File: src/rtl/frame_tx_pkg.sv
// Shared types and constants for the frame UART transmitter.
// Header bytes are only used when FRAME_TX_HEADER_EN is defined.
package frame_tx_pkg;

  typedef enum logic [2:0] {
    ST_IDLE,
    ST_FETCH,
    ST_LOAD,
    ST_SEND,
    ST_DONE
  } frame_state_t;

  typedef enum logic [1:0] {
    PH_IDLE,
    PH_START,
    PH_DATA,
    PH_STOP
  } bit_phase_t;

  localparam logic START_BIT = 1'b0;
  localparam logic STOP_BIT  = 1'b1;
  localparam int unsigned DATA_BITS = 8;

  localparam logic [7:0] HDR0 = 8'hA5;
  localparam logic [7:0] HDR1 = 8'h5A;
  localparam int unsigned HDR_BYTES = 2;

endpackage

File: src/rtl/uart_byte_tx.sv
// 8N1 byte serializer: bit timer plus LSB-first shifter.
// byte_done is high on the last cycle of the stop bit.
import frame_tx_pkg::*;

module uart_byte_tx #(
  parameter int unsigned CLKS_PER_BIT = 564
) (
  input  logic       clk,
  input  logic       rst_n,
  input  logic       load,
  input  logic [7:0] data,
  output logic       txd,
  output logic       busy,
  output logic       byte_done
);

  localparam int unsigned TW = (CLKS_PER_BIT > 1) ? $clog2(CLKS_PER_BIT) : 1;
  localparam logic [TW-1:0] TMAX = TW'(CLKS_PER_BIT - 1);

  bit_phase_t    phase, phase_n;
  logic [TW-1:0] timer, timer_n;
  logic [7:0]    shreg, shreg_n;
  logic [2:0]    bit_idx, bit_idx_n;
  logic          tick;

  assign tick = (timer == TMAX);

  always_ff @(posedge clk or negedge rst_n) begin
    if (!rst_n) begin
      phase   <= PH_IDLE;
      timer   <= '0;
      shreg   <= '0;
      bit_idx <= '0;
    end else begin
      phase   <= phase_n;
      timer   <= timer_n;
      shreg   <= shreg_n;
      bit_idx <= bit_idx_n;
    end
  end

  // load restarts the byte from any phase, so an aborted byte never leaks out
  always_comb begin
    phase_n   = phase;
    timer_n   = timer;
    shreg_n   = shreg;
    bit_idx_n = bit_idx;
    if (load) begin
      phase_n   = PH_START;
      timer_n   = '0;
      shreg_n   = data;
      bit_idx_n = '0;
    end else if (phase != PH_IDLE) begin
      timer_n = tick ? '0 : timer + 1'b1;
      if (tick) begin
        case (phase)
          PH_START: phase_n = PH_DATA;
          PH_DATA: begin
            shreg_n   = {1'b0, shreg[7:1]};
            bit_idx_n = bit_idx + 1'b1;
            if (bit_idx == 3'(DATA_BITS - 1)) phase_n = PH_STOP;
          end
          PH_STOP: phase_n = PH_IDLE;
          default: phase_n = PH_IDLE;
        endcase
      end
    end
  end

  always_comb begin
    case (phase)
      PH_START: txd = START_BIT;
      PH_DATA:  txd = shreg[0];
      default:  txd = STOP_BIT;
    endcase
  end

  assign busy      = (phase != PH_IDLE);
  assign byte_done = (phase == PH_STOP) && tick;

endmodule

File: src/rtl/frame_uart_tx.sv
// Streams a stored frame from BRAM over UART 8N1, one byte per BRAM address.
// Define FRAME_TX_HEADER_EN to prefix each frame with sync bytes 0xA5, 0x5A.
import frame_tx_pkg::*;

module frame_uart_tx #(
  parameter int unsigned CLKS_PER_BIT = 564,
  parameter int unsigned FRAME_BYTES  = 256000,
  parameter int unsigned ADDR_W       = 18,
  parameter int unsigned RD_LAT       = 2
) (
  input  logic              clk,
  input  logic              rst_n,
  input  logic              start,
  input  logic              frame_ready,
  input  logic              abort,
  input  logic [7:0]        bram_dout,
  output logic [ADDR_W-1:0] tx_counter,
  output logic              transmitting,
  output logic              uart_txd,
  output logic              done
);

  localparam int unsigned WW = $clog2(RD_LAT + 1);
  localparam logic [WW-1:0]     WAIT_MAX  = WW'(RD_LAT - 1);
  localparam logic [ADDR_W-1:0] LAST_ADDR = ADDR_W'(FRAME_BYTES - 1);

  frame_state_t      state, state_n;
  logic [ADDR_W-1:0] cnt_n;
  logic              xmit_n;
  logic [WW-1:0]     wait_cnt, wait_n;
  logic              start_q, start_rise;
  logic              load;
  logic [7:0]        load_data;
  logic              byte_txd, byte_busy, byte_done;
`ifdef FRAME_TX_HEADER_EN
  logic [1:0]        hdr_cnt, hdr_n;
`endif

  assign start_rise = start & ~start_q;

  always_ff @(posedge clk or negedge rst_n) begin
    if (!rst_n) begin
      state        <= ST_IDLE;
      tx_counter   <= '0;
      transmitting <= 1'b0;
      wait_cnt     <= '0;
      start_q      <= 1'b0;
`ifdef FRAME_TX_HEADER_EN
      hdr_cnt      <= '0;
`endif
    end else begin
      state        <= state_n;
      tx_counter   <= cnt_n;
      transmitting <= xmit_n;
      wait_cnt     <= wait_n;
      start_q      <= start;
`ifdef FRAME_TX_HEADER_EN
      hdr_cnt      <= hdr_n;
`endif
    end
  end

  always_comb begin
    state_n = state;
    cnt_n   = tx_counter;
    xmit_n  = transmitting;
    wait_n  = wait_cnt;
    load    = 1'b0;
`ifdef FRAME_TX_HEADER_EN
    hdr_n   = hdr_cnt;
`endif
    // abort also wins over a start edge seen in IDLE
    if (abort) begin
      state_n = ST_IDLE;
      cnt_n   = '0;
      xmit_n  = 1'b0;
    end else begin
      case (state)
        ST_IDLE: begin
          if (start_rise && frame_ready) begin
            state_n = ST_FETCH;
            xmit_n  = 1'b1;
            cnt_n   = '0;
            wait_n  = '0;
`ifdef FRAME_TX_HEADER_EN
            hdr_n   = '0;
`endif
          end
        end
        ST_FETCH: begin
          if (wait_cnt == WAIT_MAX) state_n = ST_LOAD;
          else                      wait_n  = wait_cnt + 1'b1;
        end
        ST_LOAD: begin
          load    = 1'b1;
          state_n = ST_SEND;
        end
        ST_SEND: begin
          if (byte_done) begin
            wait_n  = '0;
            state_n = ST_FETCH;
`ifdef FRAME_TX_HEADER_EN
            if (hdr_cnt < 2'(HDR_BYTES)) hdr_n = hdr_cnt + 1'b1;
            else
`endif
            if (tx_counter == LAST_ADDR) state_n = ST_DONE;
            else                         cnt_n   = tx_counter + 1'b1;
          end
        end
        ST_DONE: begin
          xmit_n  = 1'b0;
          cnt_n   = '0;
          state_n = ST_IDLE;
        end
        default: state_n = ST_IDLE;
      endcase
    end
  end

`ifdef FRAME_TX_HEADER_EN
  always_comb begin
    case (hdr_cnt)
      2'd0:    load_data = HDR0;
      2'd1:    load_data = HDR1;
      default: load_data = bram_dout;
    endcase
  end
`else
  assign load_data = bram_dout;
`endif

  uart_byte_tx #(.CLKS_PER_BIT(CLKS_PER_BIT)) u_byte (
    .clk       (clk),
    .rst_n     (rst_n),
    .load      (load),
    .data      (load_data),
    .txd       (byte_txd),
    .busy      (byte_busy),
    .byte_done (byte_done)
  );

  // Line is forced idle outside SEND so an abort mid-byte returns it high at once
  assign uart_txd = (state == ST_SEND && byte_busy) ? byte_txd : STOP_BIT;
  assign done     = (state == ST_DONE);

endmodule

File: config.mk
export PLATFORM = sky130hd
export DESIGN_NAME = frame_uart_tx
export DESIGN_NICKNAME = d
export VERILOG_FILES = /design/src/rtl/frame_tx_pkg.sv /design/src/rtl/uart_byte_tx.sv /design/src/rtl/frame_uart_tx.sv
export SDC_FILE = /design/constraint.sdc
export NUM_CORES = 1
export LEC_CHECK = 0
export ABC_AREA = 1
export BUFFER_PORTS_ARGS = -buffer_cell sky130_fd_sc_hd__buf_2
export CAP_MARGIN = 20
export CORE_MARGIN = 1
export CORE_UTILIZATION = 55
export DETAILED_ROUTE_END_ITERATION = 10
export PLACE_DENSITY = 0.76
export SYNTH_ARGS = -nofsm -noshare
export SYNTH_HDL_FRONTEND = slang
export SYNTH_HIERARCHICAL = 1
export SYNTH_SLANG_ARGS = --single-unit
export TNS_END_PERCENT = 5
File: constraint.sdc
create_clock -name clk -period 2.39 [get_ports clk]
set_input_delay 0.1195 -clock clk [delete_from_list [all_inputs] [get_ports clk]]
set_output_delay 0.1195 -clock clk [all_outputs]
set_load 0.03 [all_outputs]
==> metrics.md, run 1 <==
| Metric | Value |
|---|---|
| Inserted Clock Buffers | 5 |
| DIE WIDTH | approximately 76 microns |
| Synthesized cell area | 0.00305 sq mm |
| Via count | around 2700 |
| Avg Inst Size Synth | 7.30 sq um |
| Clk slew on worst S/H paths | approximately 0.09 ns |
| P&R area growth vs syn | 9.70% |
| WL met1 | 2900 microns |
| Num rows | 26 |
| Flops & latches, synth | 48 |
| Antenna Cells | 0 |
| TNS Setup | 0 ns |
| Critical Path Start Type | flop |
| Grt total ovfl | 0 |
| Final hold violations | 0 |
| Sink Count | 48 |
| Status | complete, no violations |
| Highest clock rate | 0.481 GHz |
| Syn nets | 439 |
| DR WL met3 | around 240 microns |
| Hold Crit Start | bram_dout[7] |
| CP required | between 2 and 3 ns |
| Starting Density | about 59% |
| CTS max path bufs | 2 |
| DP Area | 0.00321 sq mm |
| Met2 WL | 3050 microns |
| Antenna violations before repair | 0 |
| Post-layout min period | 2.08 ns |
| Pin count of the biggest net entering global routing | 49 |
| Slew headroom | 59.5% |
| Async SR Flop Fraction | 100% |
| Overall Global Routing Usage | 23.4% |
| Power Density | 864 mW/mm^2 |
| Crit path capture type | flop |
| Top cell type's share of synthesized area | between 30% and 40% |
| Final-stage net count | 472 |
| Global-route wire length before repair | 11100 microns |
| Peak VDD IR | 0.560 mV |
| Mapped Cells | 417 |
| Share of cells above drive strength 1 | 16.4% |
| Final Setup Violations | 0 |
| Die height | 76.4 microns |
| Sequential fraction of the synthesis area | a little under 40% |
| Vias in the first global route | 2509 |
| Starting DRT DRC Count | 209 |
| HPWL after DPL | 4540 microns |
| RSZ-0062 raised after global routing | false |
| Worst skew pair latency | 0.30 ns |
| LEAKAGE | 0.00170 uW |
| I/O pins | 34 |
| WP data arrival | around 2.3 ns |
| Final Skew | between 0.002 and 0.003 ns |
| Core area | roughly 0.0052 sq mm |
| Measured slew at the worst slew-check pin | 0.607 ns |
| Die area | 0.00584 sq mm |
| Final Max Tran Viols | 0 |
| Final non-filler cell area | about 0.0033 sq mm |
| Max-cap viol count | 0 |
| Overall power | 2890 uW |
| Top Layer Used | met4 |
| Top post-synthesis cells by area | dfrtp_1 39%, nand2_1 18%, nor2_1 5.8% |
| Fill cells | just under 500 |
| Port Buffers | 33 |
| Part of the cycle the worst path needs | 87.1% |
| Synth unique cells | 34 |
| Setup CP Type | flop to flop |
| Routed WL per cell | 11.9 microns |
| DR vias/cell | 5.14 |
| Area leader, netlist | dfrtp_1 |
| CTS root buf | clkbuf_8 |
| Reg2reg start | u_byte/timer[1]$_DFFE_PN0P_ |
| Worst-path maximum fanout | 25 |
| Drt total wl | 6220 microns |
| Min-delay worst type | input pin to flop |
| # DRC | 0 |
| Crit. Startpoint | u_byte/timer[1]$_DFFE_PN0P_ |
| Post-synth EDFFs | 0 |
| First-pass DRT Iterations | 4 |
| Main flop type after synthesis | dfrtp_1 |
| GP Congestion | 0.869 |
| CTS tree | done |
| Synth warn | 6 |
| Placed cell count | 511 |
| Post_cts resized | 0 |
| Detail Route Antenna Nets | 0 |
| Final std cells w/o fill | around 520 |
| # H-tree levels | 2 |
| Worst hold margin | between 0.015 and 0.02 ns |
layer usage:
layer	vias to the layer above	global-route usage, %
met5	-	0
li1	1410	-
met1	1202	28.9
met3	4	4.31
met2	64	41.7
met4	0	6.15
logic make-up after synthesis:
logic type                 after synthesis  share of synthesized area [%]
adders and majority gates                9                           3.70
and+or+nand+nor                        273                           40.4
AOI/OAI and AO/OA                       32                           6.45
xor gates and xnor gates                 7                           2.01
buffers and inverters                   48                           7.97
DFF                                     48                           39.4
cells in the final DEF (no fill, tap or decap), types with 3 or more instances in the layout:
cell type / synthesis / final
a21oi_1: 3 / 3
buf_2: 1 / 33
buf_4: 5 / 3
clkbuf_8: 2 / 5
dfrtp_1: 48 / 48
ha_1: 9 / 9
inv_1: 33 / 33
nand2_1: 150 / 150
nand2_2: 4 / 4
nand3_1: 26 / 26
nand4_1: 24 / 24
nor2_1: 47 / 47
nor2_2: 5 / 5
o21ai_0: 10 / 10
o21ai_1: 8 / 8
o21ai_2: 6 / 6
or2_2: 5 / 5
xor2_1: 5 / 5
repair_timing:
| action | in CTS | in global routing |
|---|---|---|
| hold buffers | 2 | 0 |
| hold endpoints to repair | 49 | 0 |
| setup buffers | 0 | 0 |
| setup endpoints to repair | 0 | 0 |
stage by stage:
| stage | util (%) | worst slack (ns) |
|---|---|---|
| 4_1_cts | 64.2 | 0.305 |
| 6_report | 64.2 | 0.309 |
| 3_3_place_gp | 61.7 | 0.424 |
| 5_1_grt | 64.2 | 0.0902 |
| 2_1_floorplan | - | 0.617 |
| 3_5_place_dp | 61.7 | 0.333 |
final timing paths:
path / endpoint / slack, ns / depth (start not counted)
max in group asynchronous: tx_counter[10]$_DFFE_PN0P_ / 1.54 / 3
min in group asynchronous: tx_counter[4]$_DFFE_PN0P_ / 0.43 / 3
setup reg to reg: tx_counter[10]$_DFFE_PN0P_ / 0.31 / 13
setup / recovery: tx_counter[10]$_DFFE_PN0P_ / 0.31 / 13
hold / removal: u_byte/shreg[7]$_DFFE_PN0P_ / 0.02 / 3
hold reg to reg: u_byte/shreg[6]$_DFFE_PN0P_ / 0.48 / 2
worst max-delay path, stage by stage, from the launching register on:
cell and delay [ns]:
dfrtp_1 0.37, ha_1 0.23, nand2_1 0.08, nor2_1 0.11, nand3_2 0.17, nor2_1 0.18
nor2_1 0.06, nand2_1 0.11, nand2_1 0.10, nor2_4 0.16, nand2_4 0.19, inv_1 0.14
nand2_1 0.06, nand2_1 0.06
sequential cells by signal (all words and copies together), names as in the netlist:
register	count
u_byte/shreg	8
tx_counter	18
transmitting	1
u_byte/bit_idx	3
start_q	1
wait_cnt	2
u_byte/phase	2
u_byte/timer	10
state	3
Yosys cell counts (2+ instances only):
cell type and count:
nand2_1 150, nor2_1 47, nand3b_1 2, o21bai_1 2, a21oi_1 3, ha_1 9, o21ai_2 6, or2_2 5
clkbuf_8 2, xor2_1 5, nand3_2 2, nand4_1 24, nor3_1 2, buf_4 5, xnor2_1 2, buf_6 3
nand2_2 4, dfrtp_1 48, inv_2 2, o21ai_0 10, inv_1 33, nand2_4 2, nand3_1 26, o21ai_1 8
nor2_2 5, nand3_4 2
power by group:
group | internal (uW) | switching, uW
Combinational | 357 | 797
Sequential | 995 | 159
Clock | 311 | 268
layout make-up:
type                    count  area [sq um]  share of cell area, %
repair buffers             38           208                   6.22
flip-flops and latches     48          1200                   36.0
inverters                  36           135                   4.04
multi-input cells         321          1600                   47.9
well taps                  70          87.6                   2.62
clock buffers               6          72.6                   2.17
clock inverters             2          35.0                   1.05
No activity file was read; power rests on OpenSTA's default activity.
==> inputs of run 2 (changes only) <==
PLACE_DENSITY = 0.74   (was 0.76)
TNS_END_PERCENT = not set   (was 5)
==> run 2 against run 1 <==
Count of clock-buffer cells in the layout increased by 1. Non-clock buffer count unchanged. Die area unchanged. Core utilization shrank 0.26 points. Largest cell class unchanged.
==> metrics.md, run 2 (synthesis results as in run 1) <==
| Metric | Value |
|---|---|
| Status | complete, no violations (unchanged) |
| Crit. Startpoint | u_byte/timer[1]$_DFFE_PN0P_ (unchanged) |
| Routed WL per cell | 12.2 microns (was 11.9 microns) |
| Core area | 0.00520 sq mm (unchanged) |
| Slew headroom | 59.8% (was 59.5%) |
| Final hold violations | 0 (unchanged) |
| R2r worst-path depth | 13 (unchanged) |
| CP required | 2.64 ns (was 2.63 ns) |
| Overall Global Routing Usage | 23.2% (was 23.4%) |
| Most frequent cells in the layout | 150 x nand2_1, 48 x dfrtp_1, 47 x nor2_1, 33 x inv_1, 33 x buf_2 (unchanged) |
| GP Congestion | 0.826 (was 0.869) |
| CTS root buf | clkbuf_8 (unchanged) |
| Area of the multi-input gates | 0.00160 sq mm (unchanged) |
| DIE WIDTH | 76.4 microns (unchanged) |
| Via count | 2734 (was 2680) |
| Global-route wire length before repair | 10900 microns (was 11100 microns) |
| Overall power | 2810 uW (was 2890 uW) |
| Final setup margin | 0.272 ns (was 0.309 ns) |
| First-pass DRT Iterations | 4 (unchanged) |
| Sink Count | 48 (unchanged) |
| Reg-to-Reg End | tx_counter[10]$_DFFE_PN0P_ (unchanged) |
| Clk slew on worst S/H paths | 0.09 ns (about the same) |
| Antenna violations before repair | 0 (unchanged) |
| Pin count of the biggest net entering global routing | 49 (unchanged) |
| Biggest regs | tx_counter (18), u_byte/timer (10), u_byte/shreg (8) (unchanged) |
| Grt total ovfl | 0 (unchanged) |
| WP data arrival | 2.36 ns (was 2.32 ns) |
| Starting Density | 58.5% (unchanged) |
| Worst skew pair latency | 0.30 ns (about the same) |
| Power Density | 845 mW/mm^2 (was 864 mW/mm^2) |
| Drt total wl | 6350 microns (was 6220 microns) |
| Inserted Clock Buffers | 5 (unchanged) |
| Worst-path maximum fanout | 25 (unchanged) |
| CTS max path bufs | 2 (unchanged) |
| Final Max Tran Viols | 0 (unchanged) |
| Fill cells | 477 (was 491) |
| Vias in the first global route | 2423 (was 2509) |
| Measured slew at the worst slew-check pin | 0.603 ns (was 0.607 ns) |
| Max reg flops | 18 (unchanged) |
| # H-tree levels | 2 (unchanged) |
| Critical path endpoint | tx_counter[10]$_DFFE_PN0P_ (unchanged) |
| Detail Route Antenna Nets | 0 (unchanged) |
| Final Skew | 0.00503 ns (was 0.00288 ns) |
| Flop2flop setup slack | 0.27 ns (was 0.31 ns) |
| I/O pins | 34 (unchanged) |
| Min-delay worst type | input pin to flop (unchanged) |
| Setup CP Type | flop to flop (unchanged) |
| # DRC | 0 (unchanged) |
| LEAKAGE | 0.00169 uW (was 0.00170 uW) |
| Die area | 0.00584 sq mm (unchanged) |
| Port Buffers | 33 (unchanged) |
| Final Setup Violations | 0 (unchanged) |
| CP max-delay cell | dfrtp_1 (unchanged) |
| Largest stage delay, worst path | 0.37 ns (about the same) |
| Peak VDD IR | 0.561 mV (was 0.560 mV) |
| HPWL after DPL | 4560 microns (was 4540 microns) |
| Register Area | 0.00120 sq mm (unchanged) |
| TNS Setup | 0 ns (unchanged) |
| Highest clock rate | 0.472 GHz (was 0.481 GHz) |
| DR vias/cell | 5.25 (was 5.14) |
| Most common cell after layout, fill and taps aside | nand2_1 (unchanged) |
| Crit path capture type | flop (unchanged) |
| Setup Buffers After CTS | 0 (unchanged) |
| Reg2reg start | u_byte/timer[1]$_DFFE_PN0P_ (unchanged) |
| Max-cap viol count | 0 (unchanged) |
| Worst hold margin | 0.0140 ns (was 0.0174 ns) |
| DP Worst Slack | 0.295 ns (was 0.333 ns) |
| Post-layout min period | 2.12 ns (was 2.08 ns) |
| RSZ-0062 raised after global routing | false (unchanged) |
| Starting DRT DRC Count | 170 (was 209) |
| Die height | 76.4 microns (unchanged) |
| CTS tree | done (unchanged) |
| Antenna Cells | 0 (unchanged) |
| Share of cells above drive strength 1 | 16.4% (unchanged) |
| Biggest register | tx_counter (unchanged) |
| Part of the cycle the worst path needs | 88.6% (was 87.1%) |
| Num rows | 26 (unchanged) |
| P&R area growth vs syn | 9.24% (was 9.70%) |
| Critical Path Start Type | flop (unchanged) |
| Critical-path cell list | ha_1 -> nand2_1 -> nor2_1 -> nand3_2 -> nor2_1 -> nor2_1 -> nand2_1 -> nand2_1 -> nor2_4 -> nand2_4 -> inv_1 -> nand2_1 -> nand2_1 (unchanged) |
| Final-stage net count | 472 (unchanged) |
| Worst path most repeated cell | nand2_1 (unchanged) |
==> run 2: cell count changes in the layout (fill, tap and decap cells not counted) <==
cell	change
bufinv_16	-1
clkbuf_8	+1
clkinv_2	-1
clkinvlp_4	+1
==> run 2: worst min path at each step <==
stage / depth (start not counted) / start / to
after floorplan: 0 / rst_n / start_q$_DFF_PN0_
after global placement: 1 / start / start_q$_DFF_PN0_
after detailed placement: 1 / start / start_q$_DFF_PN0_
after CTS: 3 / bram_dout[7] / u_byte/shreg[7]$_DFFE_PN0P_
after global routing: 3 / bram_dout[7] / u_byte/shreg[7]$_DFFE_PN0P_
final: 3 / bram_dout[7] / u_byte/shreg[7]$_DFFE_PN0P_
==> run 2: final cells by class <==
cell class / instances / share of cell area (%)
clock buffers: 7 / 2.59
clock inverters: 1 / 0.226
multi-input cells: 321 / 48.1
flip-flops and latches: 48 / 36.1
inverters: 36 / 4.06
repair buffers: 38 / 6.24
well taps: 70 / 2.63
==> run 2: stage by stage <==
step                cell area, sq um  instances  utilization, %
global placement                3210        511            61.7
finish                          3330        521            63.9
global route                    3330        521            63.9
detailed placement              3210        511            61.7
CTS                             3330        521            63.9
floorplan                       3050        417               -
==> run 2: worst max-delay path: cells and delay by family, from the launching register on <==
family / cells / cell delay [ns]
and+or+nand+nor: 11 / 1.30
buffers and inverters: 1 / 0.14
DFF: 1 / 0.37
adders and majority gates: 1 / 0.23
==> run 2: timing repair <==
action	4_1_cts	5_1_grt
gates resized for setup	0	0
hold buffers	2	0
hold endpoints to repair	49	0
==> run 2: per-layer routing <==
layer,part of all wire (%),vias to the layer above,track usage [%]
met2,48,72,37.7
met4,1.7,0,9.04
met1,46,1240,31.1
met3,3.9,8,3.47
li1,-,1414,-
met5,0,-,0
==> run 2: power breakdown <==
group | total, uW | switching [uW] | internal, uW
logic | 1140 | 786 | 355
clock network | 513 | 277 | 236
registers | 1160 | 163 | 995
total | 2810 | 1230 | 1590
==> inputs of run 3 (changes only) <==
--- a/config.mk
+++ b/config.mk
@@ -8,5 +8,4 @@
 export ABC_AREA = 1
 export BUFFER_PORTS_ARGS = -buffer_cell sky130_fd_sc_hd__buf_2
-export CAP_MARGIN = 20
 export CORE_MARGIN = 1
 export CORE_UTILIZATION = 55
==> constraint.sdc (replaced) <==
create_clock -name clk -period 2.12 [get_ports clk]
set_input_delay 0.424 -clock clk [delete_from_list [all_inputs] [get_ports clk]]
set_output_delay 0.424 -clock clk [all_outputs]
set_load 0.03 [all_outputs]
==> run 3 against run 2 <==
Sequential share of layout area down 0.69 points. Wire length up 2.3%. Sequential cell count unchanged. Final cell count up 0.96%. Global-route usage up 0.17 points. Critical endpoint is now uart_txd. Largest cell class unchanged. Critical path type is now flop to primary output. Die area unchanged.
==> metrics.md, run 3 (synthesis results as in run 1) <==
| Metric | Value |
|---|---|
| Status | complete, no violations (unchanged) |
| Area of the multi-input gates | 0.00163 sq mm (was 0.00160 sq mm) |
| # DRC | 0 (unchanged) |
| Power Density | 976 mW/mm^2 (was 845 mW/mm^2) |
| Max-cap viol count | 0 (unchanged) |
| Die area | 0.00584 sq mm (unchanged) |
| CP max-delay cell | dfrtp_1 (unchanged) |
| GP Congestion | 0.887 (was 0.826) |
| Final Setup Violations | 0 (unchanged) |
| RSZ-0062 raised after global routing | false (unchanged) |
| CTS max path bufs | 2 (unchanged) |
| Via count | 2769 (was 2734) |
| DP Area | 0.00323 sq mm (was 0.00321 sq mm) |
| Placed cell count | 513 (was 511) |
| CTS tree | done (unchanged) |
| Num rows | 26 (unchanged) |
| Starting DRT DRC Count | 153 (was 170) |
| Max reg flops | 18 (unchanged) |
| Core area | 0.00520 sq mm (unchanged) |
| DP Worst Slack | 0.0265 ns (was 0.295 ns) |
| CP required | 1.70 ns (was 2.64 ns) |
| Crit. Startpoint | u_byte/phase[0]$_DFFE_PN0P_ (was u_byte/timer[1]$_DFFE_PN0P_) |
| DIE WIDTH | 76.4 microns (unchanged) |
| Measured slew at the worst slew-check pin | 0.609 ns (was 0.603 ns) |
| First-pass DRT Iterations | 4 (unchanged) |
| Antenna violations before repair | 0 (unchanged) |
| Final setup margin | 0.150 ns (was 0.272 ns) |
| Final Skew | 0.00672 ns (was 0.00503 ns) |
| Final-stage net count | 477 (was 472) |
| # H-tree levels | 2 (unchanged) |
| Post-layout min period | about 2.0 ns |
| Vias in the first global route | 2493 (was 2423) |
| Crit path capture type | primary output (was flop) |
| Worst skew pair latency | 0.30 ns (about the same) |
| Starting Density | 58.5% (unchanged) |
| I/O pins | 34 (unchanged) |
| Most common cell after layout, fill and taps aside | nand2_1 (unchanged) |
| Port Buffers | 33 (unchanged) |
| Final Max Tran Viols | 0 (unchanged) |
| Min-delay worst type | input pin to asynchronous set/reset pin (was input pin to flop) |
| Worst-path maximum fanout | 4 (was 25) |
| P&R area growth vs syn | 11.4% (was 9.24%) |
| Register Area | 0.00120 sq mm (unchanged) |
| Detail Route Antenna Nets | 0 (unchanged) |
| Most frequent cells in the layout | 150 x nand2_1, 48 x dfrtp_1, 45 x nor2_1, 33 x inv_1, 33 x buf_2 (was 150 x nand2_1, 48 x dfrtp_1, 47 x nor2_1, 33 x inv_1, 33 x buf_2) |
| Share of cells above drive strength 1 | 18.4% (was 16.4%) |
| Peak VDD IR | 0.591 mV (was 0.561 mV) |
| WP data arrival | 1.55 ns (was 2.36 ns) |
| Final hold violations | 0 (unchanged) |
| Drt total wl | 6500 microns (was 6350 microns) |
| Largest stage delay, worst path | 0.41 ns (was 0.37 ns) |
| Grt total ovfl | 0 (unchanged) |
| Die height | 76.4 microns (unchanged) |
| TNS Setup | 0 ns (unchanged) |
| Global-route wire length before repair | 11100 microns (was 10900 microns) |
| Clk slew on worst S/H paths | 0.09 ns (about the same) |
| Antenna Cells | 0 (unchanged) |
| Overall power | 3310 uW (was 2810 uW) |
| Slew headroom | 59.4% (was 59.8%) |
| Final non-filler cell area | 0.00339 sq mm (was 0.00333 sq mm) |
| Critical-path cell list | inv_1 -> ha_1 -> nand2_1 -> o21ai_0 -> nand3b_1 -> buf_2 (was ha_1 -> nand2_1 -> nor2_1 -> nand3_2 -> nor2_1 -> nor2_1 -> nand2_1 -> nand2_1 -> nor2_4 -> nand2_4 -> inv_1 -> nand2_1 -> nand2_1) |
| Post-CTS Hold Buffers | 0 (was 2) |
| Routed WL per cell | 12.4 microns (was 12.2 microns) |
| DR vias/cell | 5.26 (was 5.25) |
| Setup CP Type | flop to primary output (was flop to flop) |
| Part of the cycle the worst path needs | 92.9% |
| Fill cells | 460 (was 477) |
| Biggest regs | tx_counter (18), u_byte/timer (10), u_byte/shreg (8) (unchanged) |
| Reg2reg start | u_byte/timer[1]$_DFFE_PN0P_ (unchanged) |
| LEAKAGE | 0.00171 uW (was 0.00169 uW) |
| Critical Path Start Type | flop (unchanged) |
| Highest clock rate | 0.508 GHz |
| Overall Global Routing Usage | 23.3% (was 23.2%) |
| HPWL after DPL | 4560 microns (about the same) |
| Sink Count | 48 (unchanged) |
| Final std cells w/o fill | 526 (was 521) |
| Biggest register | tx_counter (unchanged) |
| Pin count of the biggest net entering global routing | 49 (unchanged) |
| Inserted Clock Buffers | 5 (unchanged) |
| CTS root buf | clkbuf_8 (unchanged) |
-- run 3: changes by cell type in the layout (fill, tap and decap cells not counted), sizes merged --
cell | previous run | this run
dlygate4sd3 | 2 | 0
nand2 | 156 | 157
buf | 36 | 42
-- run 3: repair_timing --
| action | in CTS | in global routing |
|---|---|---|
| buffers inserted | 0 | 4 |
| setup endpoints to repair | 0 | 18 |
| gates resized for setup | 0 | 4 |
-- run 3: metrics by stage --
stage,hold WS [ns],util [%]
finish,0.200,65.2
CTS,0.223,63.8
global route,0.225,65.2
global placement,0.459,62.0
detailed placement,0.460,62.0
floorplan,0.128,-
-- run 3: power by group --
group	total [uW]	switching (uW)	internal, uW	leakage [uW]
clock	577	311	266	0.0000445
sequential	1300	183	1120	0.000642
combinational	1430	942	488	0.00103
total	3310	1440	1870	0.00171
-- run 3: per-layer routing --
layer  wire, microns  share of wire (%)  global-route usage, %  vias up
li1                -                  -                      -     1421
met1            3010                 46                   30.9     1271
met2            3140                 48                   38.5       64
met3             237                3.6                   4.31       13
met4             107                1.6                   7.88        0
met5               0                  0                      0        -
-- run 3: path summary, 6_finish.rpt --
path / depth (start not counted) / to / slack (ns)
min reg2reg: 2 / u_byte/shreg[1]$_DFFE_PN0P_ / 0.48
min in group clk: 1 / start_q$_DFF_PN0_ / 0.23
max: 6 / uart_txd / 0.15
min: 2 / tx_counter[4]$_DFFE_PN0P_ / 0.20
max in group asynchronous: 2 / u_byte/timer[3]$_DFFE_PN0P_ / 1.50
max reg2reg: 13 / tx_counter[7]$_DFFE_PN0P_ / 0.16
-- run 3: worst max-delay path, delay by kind of cell, from the launching register on --
family	cells	cell delay [ns]
AO/OA/AOI/OAI	1	0.07
buffers and inverters	2	0.29
adder cells (fa/ha/maj)	1	0.24
flip-flops	1	0.41
AND/OR/NAND/NOR	2	0.25
-- run 3: final cells by class --
type                       count  share of cell area [%]
clock buffer                   7                    2.55
clock inverter                 1                   0.221
inverter                      36                    3.98
multi-input combinational    322                    48.0
sequential                    48                    35.4
tap                           70                    2.58
timing repair buffer          42                    7.23
